===== src/rtl/uart_tx_cfg.sv =====
`default_nettype none
// ============================================================================
//  Module      : uart_tx_cfg
//  Description : Runtime-configurable UART transmitter with a transmit FIFO.
//                Selectable baud divisor, 5-8 data bits, none/even/odd
//                parity and one or two stop bits. Each frame's settings are
//                captured when its byte leaves the FIFO.
//  Revision    : 1.0 - initial release
// ============================================================================
module uart_tx_cfg #(
    parameter int CLOCK_FREQ = 100000000,
    parameter int BAUD_RATE  = 9600,
    parameter int FIFO_DEPTH = 8,
    parameter int DIV_WIDTH  = 16
) (
    input  logic                          clk,
    input  logic                          rst_n,
    input  logic [7:0]                    in_data,
    input  logic                          in_valid,
    output logic                          in_ready,
    input  logic [DIV_WIDTH-1:0]          cfg_div,
    input  logic [1:0]                    cfg_nbits,
    input  logic [1:0]                    cfg_parity,
    input  logic                          cfg_stop2,
    output logic                          tx,
    output logic                          tx_busy,
    output logic [$clog2(FIFO_DEPTH):0]   fifo_count
);

    localparam int c_AW = $clog2(FIFO_DEPTH);
    localparam int c_CW = c_AW + 1;
    localparam logic [DIV_WIDTH-1:0] c_DEFAULT_DIV = DIV_WIDTH'(CLOCK_FREQ / BAUD_RATE);
    localparam logic [c_CW-1:0]      c_FULL        = c_CW'(FIFO_DEPTH);

    typedef enum logic [2:0] {
        S_IDLE   = 3'd0,
        S_START  = 3'd1,
        S_DATA   = 3'd2,
        S_PARITY = 3'd3,
        S_STOP   = 3'd4
    } state_t;

    logic [7:0]           r_mem [FIFO_DEPTH];
    logic [c_AW-1:0]      r_wr_ptr;
    logic [c_AW-1:0]      r_rd_ptr;

    state_t               r_state;
    logic [DIV_WIDTH-1:0] r_period;
    logic [DIV_WIDTH-1:0] r_cnt;
    logic [2:0]           r_bit;
    logic [2:0]           r_last_data;
    logic [7:0]           r_shift;
    logic                 r_par_en;
    logic                 r_par_bit;
    logic                 r_stop2;

    logic                 w_push;
    logic                 w_pop;
    logic                 w_bit_end;
    logic                 w_stop_done;
    logic                 w_go_idle;
    logic [c_CW-1:0]      w_count_next;
    logic [DIV_WIDTH-1:0] w_period;
    logic [7:0]           w_head;
    logic [7:0]           w_mask;
    logic                 w_par;

    assign in_ready    = (fifo_count != c_FULL);
    assign w_push      = in_valid && in_ready;
    assign w_head      = r_mem[r_rd_ptr];
    assign w_bit_end   = (r_cnt == r_period - 1'b1);
    // Last cycle of the last stop bit: bit index 0 for one stop, 1 for two.
    assign w_stop_done = (r_state == S_STOP) && w_bit_end && (r_bit == {2'b00, r_stop2});
    // A byte is taken when idle or exactly at the end of a frame, giving no gap.
    assign w_pop       = (fifo_count != '0) && ((r_state == S_IDLE) || w_stop_done);
    assign w_go_idle   = !w_pop && ((r_state == S_IDLE) || w_stop_done);
    // Only the low N bits of the byte contribute to parity.
    assign w_mask      = 8'hFF >> (2'd3 - cfg_nbits);
    assign w_par       = (^(w_head & w_mask)) ^ (cfg_parity == 2'b10);

    // Effective bit period: 0 selects the default rate, 1 is raised to 2.
    always_comb begin
        w_period = cfg_div;
        if (cfg_div == '0) begin
            w_period = c_DEFAULT_DIV;
        end else if (cfg_div == DIV_WIDTH'(1)) begin
            w_period = DIV_WIDTH'(2);
        end
    end

    // Next FIFO occupancy; a simultaneous push and pop cancel out.
    always_comb begin
        w_count_next = fifo_count;
        if (w_push && !w_pop) begin
            w_count_next = fifo_count + 1'b1;
        end else if (!w_push && w_pop) begin
            w_count_next = fifo_count - 1'b1;
        end
    end

    // FIFO storage; contents need no reset since the pointers define validity.
    always_ff @(posedge clk) begin
        if (w_push) begin
            r_mem[r_wr_ptr] <= in_data;
        end
    end

    // FIFO pointers and occupancy; pointers wrap naturally at the power-of-two depth.
    always_ff @(posedge clk or negedge rst_n) begin
        if (!rst_n) begin
            r_wr_ptr   <= '0;
            r_rd_ptr   <= '0;
            fifo_count <= '0;
        end else begin
            if (w_push) begin
                r_wr_ptr <= r_wr_ptr + 1'b1;
            end
            if (w_pop) begin
                r_rd_ptr <= r_rd_ptr + 1'b1;
            end
            fifo_count <= w_count_next;
        end
    end

    // Frame sequencer with registered tx and busy outputs.
    always_ff @(posedge clk or negedge rst_n) begin
        if (!rst_n) begin
            r_state     <= S_IDLE;
            r_period    <= '0;
            r_cnt       <= '0;
            r_bit       <= '0;
            r_last_data <= '0;
            r_shift     <= '0;
            r_par_en    <= 1'b0;
            r_par_bit   <= 1'b0;
            r_stop2     <= 1'b0;
            tx          <= 1'b1;
            tx_busy     <= 1'b0;
        end else begin
            tx_busy <= !w_go_idle || (w_count_next != '0);
            if (w_pop) begin
                // Capture byte and settings; start bit appears next cycle.
                r_shift     <= w_head;
                r_period    <= w_period;
                r_last_data <= {1'b1, cfg_nbits};
                r_par_en    <= (cfg_parity == 2'b01) || (cfg_parity == 2'b10);
                r_par_bit   <= w_par;
                r_stop2     <= cfg_stop2;
                r_cnt       <= '0;
                r_bit       <= '0;
                r_state     <= S_START;
                tx          <= 1'b0;
            end else begin
                case (r_state)
                    S_IDLE: begin
                        tx <= 1'b1;
                    end
                    S_START: begin
                        if (w_bit_end) begin
                            r_cnt   <= '0;
                            r_bit   <= '0;
                            r_state <= S_DATA;
                            tx      <= r_shift[0];
                        end else begin
                            r_cnt <= r_cnt + 1'b1;
                        end
                    end
                    S_DATA: begin
                        if (w_bit_end) begin
                            r_cnt   <= '0;
                            r_shift <= r_shift >> 1;
                            if (r_bit == r_last_data) begin
                                r_bit <= '0;
                                if (r_par_en) begin
                                    r_state <= S_PARITY;
                                    tx      <= r_par_bit;
                                end else begin
                                    r_state <= S_STOP;
                                    tx      <= 1'b1;
                                end
                            end else begin
                                r_bit <= r_bit + 1'b1;
                                tx    <= r_shift[1];
                            end
                        end else begin
                            r_cnt <= r_cnt + 1'b1;
                        end
                    end
                    S_PARITY: begin
                        if (w_bit_end) begin
                            r_cnt   <= '0;
                            r_bit   <= '0;
                            r_state <= S_STOP;
                            tx      <= 1'b1;
                        end else begin
                            r_cnt <= r_cnt + 1'b1;
                        end
                    end
                    S_STOP: begin
                        if (w_bit_end) begin
                            r_cnt <= '0;
                            if (w_stop_done) begin
                                r_state <= S_IDLE;
                                tx      <= 1'b1;
                            end else begin
                                r_bit <= r_bit + 1'b1;
                            end
                        end else begin
                            r_cnt <= r_cnt + 1'b1;
                        end
                    end
                    default: begin
                        r_state <= S_IDLE;
                        tx      <= 1'b1;
                    end
                endcase
            end
        end
    end

endmodule
`default_nettype wire


===== config.mk =====
export PLATFORM = sky130hd
export DESIGN_NAME = uart_tx_cfg
export DESIGN_NICKNAME = d
export VERILOG_FILES = /design/src/rtl/uart_tx_cfg.sv
export SDC_FILE = /design/constraint.sdc
export NUM_CORES = 1
export LEC_CHECK = 0
export ABC_AREA = 0
export CAP_MARGIN = 30
export CORE_MARGIN = 3
export CORE_UTILIZATION = 55
export CTS_BUF_LIST = sky130_fd_sc_hd__clkbuf_8
export DETAILED_ROUTE_END_ITERATION = 10
export GPL_TIMING_DRIVEN = 0
export PLACE_DENSITY = 0.78
export SLEW_MARGIN = 20
export SYNTH_ARGS = -nofsm -noshare
export SYNTH_HDL_FRONTEND = slang
export SYNTH_SLANG_ARGS = --single-unit

===== constraint.sdc =====
create_clock -name clk -period 4.79 [get_ports clk]
set_input_delay 0.479 -clock clk [delete_from_list [all_inputs] [get_ports clk]]
set_output_delay 0.479 -clock clk [all_outputs]
set_load 0.05 [all_outputs]

==> metrics.md, run 1 <==
| Metric | Value |
|---|---|
| Ys async rst share | `0.500` |
| Clock-pin slew on the worst setup and hold paths | `about 0.080 ns` |
| CP most frequent cell | `mux2_2` |
| Layout cells sized above 1 | `0.178` |
| DRT antenna net count | `0` |
| IO Pins | `39` |
| Post-Synth Adder-Cell Area | `0.0181` |
| Startpoint Class | `register` |
| Max Freq | `approximately 250 MHz` |
| Die height | `between 100 and 150 um` |
| Xor/xnor share of the synthesized area | `0.0684` |
| Total Die Area | `between 0.01 and 0.015 mm2` |
| Worst R2R End | `r_shift[6]` |
| Worst Path Required | `~5.1 ns` |
| Final setup TNS | `0 ns` |
| Ant diodes | `0` |
| RR Startpoint | `r_period[0]` |
| Crit. End Element | `register` |
| DRC Markers | `0` |
| Crit Path Max Fanout | `10` |
| Syn_area_per_cell | `11.9 um2` |
| RSZ-0062 raised after global routing | `no` |
| Starting density of the core | `0.572` |
| Drt pass-1 iters | `5` |
| Worst-Skew Late Latency | `around 0.44 ns` |
| Final setup viols | `0` |
| Complex-gate fraction of the synthesized area | `0.0970` |
| WHS Endpoint | `r_last_data[2]` |
| Top_reg_cell synth | `edfxtp_1` |
| Largest family of logic cells by synthesized area | `simple AND/OR/NAND/NOR gates` |
| LEAKAGE | `2.87 nW` |
| PortBufs | `38` |
| Final hold vios | `0` |
| Register-to-Register Path Depth | `12` |
| Post-Synth Simple-Gate Area | `0.145` |
| Sequential element share of the synthesized area | `0.531` |
| Worst path max stage delay | `0.54 ns` |
| Max IR drop VDD | `0.417 mV` |
| Hold Path Stages | `1` |
| Cell total after placement | `~740` |
| Post-synthesis cell count | `between 500 and 600` |
| Pwr/cell area | `437 mW/mm2` |
| Num rows | `39` |
| Worst Hold Class | `reg2reg` |
| Depth of the CTS H-tree | `4` |
| Mean number of vias per cell | `just under 6` |
| Worst slew pin tran | `just under 0.9 ns` |
| Clock root buffer | `clkbuf_8` |
| Mux cell area share after synthesis | `0.106` |
| Max-cap viol count | `0` |
| Crit-path cells | `inv_1 -> ha_1 -> or4b_1 -> buf_2 -> or4_1 -> and3_1 -> a211oi_2 -> nand4_1 -> a21oi_4 -> buf_6 -> mux2_2 -> mux2_2` |
| Maximum clock insertion buffer count | `2` |
| Post-Layout Cell Count | `between 700 and 800` |
| WP data arrival | `approximately 4.3 ns` |
| Routed via count | `4568` |
| Final wirelength | `about 14000 um` |
| Number of global-route vias before repair | `~4600` |
| Tot GR Track Use | `0.227` |
| #FFs+latches synth | `between 100 and 150` |
| Syn. warnings | `0` |
| First-pass GRT wire length | `between 20000 and 25000 um` |
| Fill count | `864` |
| Crit Path Class | `reg2reg` |
| GRT overflow | `0` |
| Slew HR | `0.402` |
| Tmin final | `~4 ns` |
| Number of antenna violations at the first check in global routing | `0` |
| Synth cell types | `68` |
| Global placer's final weighted congestion | `just under 0.9` |
| Routed wire per std cell | `18.3 um` |
| Mapped Area | `around 0.0066 mm2` |
| CTS tree | `built` |
| Initial drt markers | `approximately 280` |
| Final #Nets | `roughly 660` |
| Largest net degree at the start of global routing | `38` |
| Hold path start | `r_last_data[2]` |
| Post-Syn Nets | `600` |
| Status | `finished clean` |
| R2R Setup Slk | `roughly 0.8 ns` |
| Tcrit/Tclk final | `0.834` |
| Clock Skews | `~0.016 ns` |
| Chip width | `116 um` |
| Final slew viol count | `0` |
| CTS sink count | `~130` |
| Critical path's slowest cell | `or4_1` |
| Post-synth EDFFs | `64` |
| Area Growth Syn to Fin | `14.6%` |
| CTS Buf Count | `17` |
| Detailed Place HPWL | `between 10000 and 15000 um` |
| Core region area | `0.0116 mm2` |
-- where the power goes --
part,internal [mW],total [mW],switching (mW)
clock,0.368,0.795,0.426
sequential,1.35,1.50,0.149
combinational,0.458,1.03,0.573
-- cells in the mapped netlist, types with 5 or more instances --
cell type / instances / share of area
clkbuf_1: 13 / 0.0073
buf_2: 5 / 0.0038
mux2i_1: 21 / 0.032
inv_1: 12 / 0.0068
dfrtp_1: 63 / 0.24
a22o_1: 6 / 0.0079
and2_1: 5 / 0.0047
nand2_1: 24 / 0.014
xor2_1: 22 / 0.029
mux4_2: 6 / 0.020
xnor2_1: 28 / 0.037
nor2_1: 48 / 0.027
o21ai_0: 11 / 0.0083
mux2_2: 28 / 0.047
nand4_1: 11 / 0.010
or3_1: 5 / 0.0047
nor2b_1: 5 / 0.0047
and3_1: 9 / 0.0085
ha_1: 8 / 0.015
nor3_1: 15 / 0.011
nor2_2: 6 / 0.0057
a221oi_1: 5 / 0.0066
nand3_1: 18 / 0.014
edfxtp_1: 64 / 0.29
a21oi_1: 18 / 0.014
nor4_1: 9 / 0.0085
a21oi_2: 7 / 0.0092
-- layout make-up --
type                    count  area [um2]  share of cell area
clock inverters            14        95.1              0.0125
inverters                  13        48.8             0.00641
multi-input cells         390        2910               0.383
flip-flops and latches    128        3520               0.463
clock buffers              18         248              0.0326
plain buffers              29         181              0.0238
repair buffers             42         420              0.0553
well taps                 143         179              0.0235
-- through the flow --
step / setup slack, ns / total power, mW / instance area, um2 / util / hold slack (ns)
floorplan: 1.34 / 2.25 / 6640 / - / 0.183
global placement: 0.870 / 2.50 / 7200 / 0.620 / 0.480
detailed placement: 0.819 / 2.55 / 7260 / 0.625 / 0.422
CTS: 0.801 / 3.34 / 7610 / 0.655 / 0.488
global route: 0.642 / 3.52 / 7610 / 0.655 / 0.508
finish: 0.796 / 3.33 / 7610 / 0.655 / 0.498
-- worst max-delay path, delay by kind of cell (launching register included) --
kind	cells	cell delay (ns)
AO/OA/AOI/OAI	2	0.55
adder cells (fa/ha/maj)	1	0.28
buffers and inverters	3	0.51
flip-flops	1	0.47
multiplexers	2	0.61
AND/OR/NAND/NOR	4	1.46
-- registers in the layout, summed over array words and instances, names as in the netlist, 3 cells and up --
| signal | flops |
|---|---|
| r_mem | 64 |
| r_last_data | 3 |
| r_state | 3 |
| r_wr_ptr | 3 |
| fifo_count | 4 |
| r_shift | 8 |
| r_period | 16 |
| r_bit | 3 |
| r_rd_ptr | 3 |
| r_cnt | 16 |
-- cells in the final DEF (no fill, tap or decap), types with 5 or more instances in the layout --
master	instances
mux4_2	6
nor2_1	48
nand3_1	18
nand4_1	11
mux2i_1	21
buf_2	6
a22o_1	6
nor4_1	8
and3_1	9
or3_1	5
inv_1	14
o21ai_0	11
mux2_2	28
dfrtp_1	63
edfxtp_1	64
nor2_2	6
a21oi_2	7
a21oi_1	18
nor3_1	11
and2_1	5
clkdlybuf4s50_1	37
clkbuf_8	18
nor2b_1	5
clkbuf_1	13
xor2_1	22
ha_1	8
xnor2_1	28
nand2_1	24
a221oi_1	5
-- timing repair --
item                                   4_1_cts  5_1_grt
setup buffers                                0        0
endpoints found under the hold margin       27        0
gates resized for setup                      0        0
setup endpoints to repair                    0        0
hold buffers                                 1        0
-- worst max-delay path by stage --
stage | from | to | slack (ns)
2_1_floorplan | r_period[0] | r_shift[4] | 1.34
3_3_place_gp | r_period[0] | r_shift[4] | 0.87
3_5_place_dp | r_period[0] | r_shift[6] | 0.82
4_1_cts | r_period[0] | r_shift[6] | 0.80
5_1_grt | r_period[0] | r_shift[6] | 0.64
6_report | r_period[0] | r_shift[6] | 0.80
-- routing by layer --
| layer | wire length, um | share of wire | global-route usage |
|---|---|---|---|
| met2 | 7200 | 0.51 | 0.392 |
| met5 | 0 | 0 | 0 |
| met3 | 743 | 0.052 | 0.0564 |
| met1 | 5990 | 0.42 | 0.280 |
| met4 | 301 | 0.021 | 0.0758 |
-- logic make-up after synthesis --
| kind of cell | after synthesis |
|---|---|
| mux | 59 |
| buf+inv | 42 |
| flops | 128 |
| fa+ha+maj | 10 |
| simple gates | 181 |
| compound gates | 89 |
| xor+xnor | 51 |
Power figures use the tool's default switching activity.
==> inputs of run 2 (changes only) <==
- clock period: 4.79 -> 4.11 ns (I/O delays scaled with it)
==> run 2 against run 1 <==
  * Wire length is essentially flat
  * Critical path depth did not move
  * Sequential cell count did not move
  * Via count up 0.59%
  * Sequential share of layout area hardly changed
  * Global-route usage unchanged
  * Clock skew decreased by 0.0014 ns
  * Register-to-register slack lost 0.59 ns
  * Sequential power rose by 17%
  * Cell area about the same
==> metrics.md, run 2 (synthesis results as in run 1) <==
| Metric | Value |
|---|---|
| Status | `finished clean` |
| CTS tree | `built` |
| Most frequent cells in the layout | `edfxtp_1, dfrtp_1, nor2_1, clkdlybuf4s50_1` |
| IO Pins | `39 (unchanged)` |
| Routed via count | `4595 (+0.59%)` |
| Setup WS pre-CTS | `0.139 ns (-0.680 ns)` |
| Crit-path cells | `inv_1 -> ha_1 -> or4b_1 -> buf_2 -> or4_1 -> and3_1 -> a211oi_2 -> nand4_1 -> a21oi_4 -> buf_6 -> mux2_2 -> mux2_2` |
| Depth of the CTS H-tree | `4 (unchanged)` |
| Die height | `116 um (unchanged)` |
| Crit Path Max Fanout | `10 (unchanged)` |
| Final setup TNS | `0 ns (unchanged)` |
| GRT overflow | `0 (unchanged)` |
| Largest registers | `r_mem: 64 flops, r_cnt: 16 flops, r_period: 16 flops` |
| Clock Skews | `0.0151 ns (-0.00141 ns)` |
| Worst slew pin tran | `0.869 ns (-0.0256 ns)` |
| Mean number of vias per cell | `5.91 (+0.46%)` |
| CTS Buf Count | `17 (unchanged)` |
| CP top delay family | `simple AND/OR/NAND/NOR gates` |
| RSZ-0062 raised after global routing | `no` |
| Clock root buffer | `clkbuf_8` |
| Final slew viol count | `0 (unchanged)` |
| First-pass GRT wire length | `23100 um (unchanged)` |
| Max IR drop VDD | `0.485 mV (+16%)` |
| Crit. End Element | `register` |
| Final #Nets | `662 (+0.15%)` |
| DRC Markers | `0 (unchanged)` |
| Initial drt markers | `293 (+5.4%)` |
| Ant diodes | `0 (unchanged)` |
| Tot GR Track Use | `0.227 (unchanged)` |
| Global placer's final weighted congestion | `0.884 (unchanged)` |
| Total Die Area | `0.0134 mm2 (unchanged)` |
| Pwr/cell area | `509 mW/mm2 (+16%)` |
| Drt pass-1 iters | `5 (unchanged)` |
| Commonest non-fill, non-tap cell in the layout | `edfxtp_1` |
| DP Area | `0.00726 mm2 (unchanged)` |
| Num rows | `39 (unchanged)` |
| Max Freq | `256 MHz (+2.4%)` |
| Worst Path Required | `4.44 ns (-0.68 ns)` |
| CP most frequent cell | `mux2_2` |
| Core region area | `0.0116 mm2 (unchanged)` |
| Critical path's slowest cell | `or4_1` |
| Crit Path Class | `reg2reg` |
| Number of global-route vias before repair | `4572 (unchanged)` |
| Footprint of the multi-input gates | `0.00291 mm2 (unchanged)` |
| Detailed Place HPWL | `10500 um (unchanged)` |
| Tcrit/Tclk final | `0.949 (+0.115)` |
| Clock-pin slew on the worst setup and hold paths | `0.08 ns (about the same)` |
| Final non-filler cell area | `0.00762 mm2 (about the same)` |
| PortBufs | `38 (unchanged)` |
| LEAKAGE | `2.87 nW (+0.19%)` |
| Routed wire per std cell | `18.3 um (-0.10%)` |
| Startpoint Class | `register` |
| Maximum clock insertion buffer count | `2 (unchanged)` |
| WP data arrival | `4.23 ns (-0.09 ns)` |
| Reg area | `0.00352 mm2 (unchanged)` |
| Slew HR | `0.419 (+0.0171)` |
| Layout cells sized above 1 | `0.180 (+0.00129)` |
| Setup ws final | `0.210 ns (-0.586 ns)` |
| WP buf/inv | `3 (unchanged)` |
| Hold slack final | `0.438 ns (-0.0603 ns)` |
| Largest Register | `r_mem` |
| Largest net degree at the start of global routing | `38 (unchanged)` |
| DRT antenna net count | `0 (unchanged)` |
| Starting density of the core | `0.572 (unchanged)` |
| Worst Hold Class | `in2async` |
| Pwr Total | `3.88 mW (+17%)` |
| Worst path max stage delay | `0.54 ns (about the same)` |
| Max-cap viol count | `0 (unchanged)` |
| Final wirelength | `14200 um (about the same)` |
| Area Growth Syn to Fin | `14.7% (about the same)` |
| Max reg flops | `64 (unchanged)` |
| Fill count | `864 (unchanged)` |
| Chip width | `116 um (unchanged)` |
| Tmin final | `3.90 ns (-0.0941 ns)` |
| Final hold vios | `0 (unchanged)` |
| Number of antenna violations at the first check in global routing | `0 (unchanged)` |
| Worst-Skew Late Latency | `0.44 ns (about the same)` |
| Final setup viols | `0 (unchanged)` |
| CTS sink count | `128 (unchanged)` |
run 2: cell types whose count changed in the layout (fill, tap and decap cells not counted):
cell	delta
buf_4	+1
run 2: repair_timing:
item	4_1_cts	5_1_grt
endpoints found under the hold margin	27	0
endpoints found under the setup margin	0	3
setup buffers	0	1
gates resized for setup	0	0
hold buffers	1	0
run 2: power by group:
| group | internal, mW | switching (mW) | leakage [nW] |
|---|---|---|---|
| sequential | 1.58 | 0.174 | 1.37 |
| clock | 0.429 | 0.498 | 0.182 |
| combinational | 0.534 | 0.668 | 1.32 |
| total | 2.54 | 1.34 | 2.87 |
run 2: layout make-up:
class	count	share of cell area
Buffer	29	0.0238
Clock buffer	18	0.0325
Clock inverter	14	0.0125
Inverter	13	0.00641
Multi-Input combinational cell	390	0.382
Sequential cell	128	0.463
Tap cell	143	0.0235
Timing Repair Buffer	43	0.0562
run 2: stage by stage:
stage                      util  instances
after global routing      0.656        778
final                     0.656        778
after CTS                 0.655        777
after floorplan               -        560
after detailed placement  0.625        744
after global placement    0.620        741
run 2: path summary, 6_finish.rpt:
check	from	to	slack [ns]	cells after the start
max reg2reg	r_period[0]	r_shift[6]	0.21	12
max in group asynchronous	rst_n	tx	3.08	3
min	rst_n	r_period[6]	0.44	2
min reg2reg	r_last_data[2]	r_last_data[2]	0.50	1
min in group clk	r_last_data[2]	r_last_data[2]	0.50	1
max	r_period[0]	r_shift[6]	0.21	12
run 2: routing by layer:
metal,vias up,part of all wire,routed length (um),global-route usage
met5,-,0,0,0
met2,108,0.51,7210,0.392
met3,23,0.048,678,0.0564
met1,2262,0.43,6070,0.280
li1,2202,-,-,-
met4,0,0.019,272,0.0758
==> inputs of run 3 (changes only) <==
- CORE_UTILIZATION: 55 -> 50
- PLACE_DENSITY: 0.78 -> 0.73
- SLEW_MARGIN: 20 -> 15
- clock period: 4.11 -> 3.8 ns (I/O delays scaled with it)
==> run 3 against run 2 <==
  * Count of clock-buffer cells in the layout down 1
  * Global-route usage down 1.4 points
  * Highest routed layer unchanged
  * Combinational power up 11%
  * Non-clock buffer count up 6
  * Utilization down 4.8 points
  * Via count up 2.8%
  * Register-to-register slack worse by 0.08 ns
  * Setup slack worse by 0.082 ns
  * Wire length up 3.4%
  * Cell area up 2.3%
==> metrics.md, run 3 (synthesis results as in run 1) <==
| Metric | Value |
|---|---|
| Crit Path Class | `reg2reg` |
| Cell total after placement | `774 (+4.0%)` |
| Crit-path cells | `inv_2 -> ha_4 -> or4b_1 -> buf_2 -> or4_1 -> and3_1 -> a211oi_2 -> nand4_1 -> a21oi_4 -> buf_4 -> a21o_1 -> buf_6 -> mux2_2` |
| Final setup TNS | `0 ns (unchanged)` |
| Status | `finished clean` |
| Hold slack final | `0.292 ns (-0.146 ns)` |
| Max IR drop VDD | `0.345 mV (-29%)` |
| CTS Buf Count | `17 (unchanged)` |
| WP data arrival | `3.99 ns (-0.24 ns)` |
| Final wirelength | `14700 um (+3.4%)` |
| Setup ws final | `0.127 ns (-0.0825 ns)` |
| Most frequent cells in the layout | `edfxtp_1, dfrtp_1, nor2_1, clkdlybuf4s50_1` |
| CTS tree | `built` |
| Global placer's final weighted congestion | `0.897 (+1.4%)` |
| Detailed Place HPWL | `10400 um (-0.71%)` |
| GRT overflow | `0 (unchanged)` |
| Worst Hold Class | `in2async` |
| Setup WS pre-CTS | `-0.102 ns (-0.242 ns)` |
| Max-cap viol count | `0 (unchanged)` |
| Routed via count | `4723 (+2.8%)` |
| Mean number of vias per cell | `5.81 (-1.6%)` |
| Maximum clock insertion buffer count | `2 (unchanged)` |
| Tot GR Track Use | `0.213 (-0.0137)` |
| Final setup viols | `0 (unchanged)` |
| Footprint of the multi-input gates | `0.00292 mm2 (+0.43%)` |
| Worst Path Required | `4.12 ns (-0.32 ns)` |
| Largest net degree at the start of global routing | `60 (+58%)` |
| Crit. End Element | `register` |
| Slew HR | `0.433 (+0.0141)` |
| CTS sink count | `128 (unchanged)` |
| Clock Skews | `0.0121 ns (-0.00295 ns)` |
| LEAKAGE | `2.93 nW (+2.1%)` |
| Number of antenna violations at the first check in global routing | `0 (unchanged)` |
| Number of global-route vias before repair | `4724 (+3.3%)` |
| Max reg flops | `64 (unchanged)` |
| Fin util | `0.608 (-0.0482)` |
| DRT antenna net count | `0 (unchanged)` |
| RSZ-0062 raised after global routing | `no` |
| Starting density of the core | `0.518 (-0.0540)` |
| PortBufs | `38 (unchanged)` |
| Largest registers | `r_mem: 64 flops, r_cnt: 16 flops, r_period: 16 flops` |
| Startpoint Class | `register` |
| First-pass GRT wire length | `24100 um (+4.5%)` |
| Ant diodes | `0 (unchanged)` |
| Die height | `121 um (+4.6%)` |
| Final #Nets | `668 (+0.91%)` |
| Largest Register | `r_mem` |
| Area Growth Syn to Fin | `17.4%` |
| Worst slew pin tran | `0.846 ns (-0.0226 ns)` |
| Max Freq | `272 MHz (+6.2%)` |
| Worst path max stage delay | `0.55 ns (about the same)` |
| Final slew viol count | `0 (unchanged)` |
| Routed wire per std cell | `18.1 um (-1.0%)` |
| Drt pass-1 iters | `5 (unchanged)` |
| Num rows | `41 (+5.1%)` |
| DRC Markers | `0 (unchanged)` |
| Fill count | `1028 (+19%)` |
| Crit Path Max Fanout | `8 (-2)` |
| Chip width | `121 um (+4.6%)` |
| Final hold vios | `0 (unchanged)` |
| Worst-Skew Late Latency | `0.44 ns (about the same)` |
| DP Area | `0.00731 mm2 (+0.74%)` |
| Pwr Total | `4.42 mW (+14%)` |
| Initial drt markers | `386 (+32%)` |
| Reg area | `0.00353 mm2 (about the same)` |
| Commonest non-fill, non-tap cell in the layout | `edfxtp_1` |
| Post-Layout Cell Count | `813 (+4.5%)` |
| Pwr/cell area | `567 mW/mm2 (+11%)` |
| Clock root buffer | `clkbuf_8` |
| Final non-filler cell area | `0.00779 mm2 (+2.3%)` |
| Total Die Area | `0.0147 mm2 (+9.5%)` |
| Tmin final | `3.67 ns (-0.228 ns)` |
| Tcrit/Tclk final | `0.966 (+0.0175)` |
| IO Pins | `39 (unchanged)` |
| Critical path's slowest cell | `or4_1` |
| Layout cells sized above 1 | `0.190 (+0.0108)` |
| Core region area | `0.0128 mm2 (+10%)` |
| Clock-pin slew on the worst setup and hold paths | `0.08 ns (about the same)` |
| Depth of the CTS H-tree | `4 (unchanged)` |
-- run 3: cell count changes in the layout (fill, tap and decap cells not counted), moves of 2 or more --
cell       delta
buf_4         +7
clkinv_4      -2
buf_2         -2
dfrtp_2       +2
dfrtp_1       -2
clkinv_2      -3
bufinv_16     +3
-- run 3: critical path, delay by kind of cell (launching register included) --
| kind | cells | cell delay (ns) |
|---|---|---|
| flip-flops | 1 | 0.46 |
| multiplexers | 1 | 0.33 |
| buffers and inverters | 4 | 0.56 |
| AO/OA/AOI/OAI | 3 | 0.58 |
| adder cells (fa/ha/maj) | 1 | 0.17 |
| AND/OR/NAND/NOR | 4 | 1.45 |
-- run 3: per-layer routing --
layer  part of all wire  vias to the layer above  global-route usage
li1                   -                     2210                   -
met1               0.45                     2331               0.290
met2               0.47                      150               0.343
met3              0.054                       32              0.0471
met4              0.020                        0              0.0707
met5                  0                        -                   0
-- run 3: final timing paths --
path                           startpoint             end  slack (ns)  cells after the start
max in group asynchronous           rst_n              tx        2.95                      3
max reg2reg                   r_period[0]      r_shift[1]        0.13                     13
min in group clk           r_last_data[2]  r_last_data[2]        0.50                      1
min reg2reg                r_last_data[2]  r_last_data[2]        0.50                      1
min                                 rst_n    r_period[10]        0.29                      2
max                           r_period[0]      r_shift[1]        0.13                     13
-- run 3: power breakdown --
| group | internal, mW | switching [mW] |
|---|---|---|
| combinational | 0.591 | 0.735 |
| sequential | 1.70 | 0.196 |
| clock | 0.645 | 0.549 |
| total | 2.94 | 1.48 |
-- run 3: cell type report --
class | count | share of cell area
multi-input combinational | 390 | 0.375
sequential | 128 | 0.453
timing repair buffer | 49 | 0.0620
clock inverter | 15 | 0.0217
tap | 172 | 0.0276
buffer | 29 | 0.0246
inverter | 13 | 0.00626
clock buffer | 17 | 0.0300
-- run 3: repair_timing --
| item | in CTS | in global routing |
|---|---|---|
| endpoints found under the hold margin | 40 | 0 |
| buffers inserted | 3 | 3 |
| setup endpoints to repair | 16 | 37 |
| pin swaps | 2 | 2 |
| gates resized for setup | 0 | 9 |
| hold buffers | 1 | 0 |
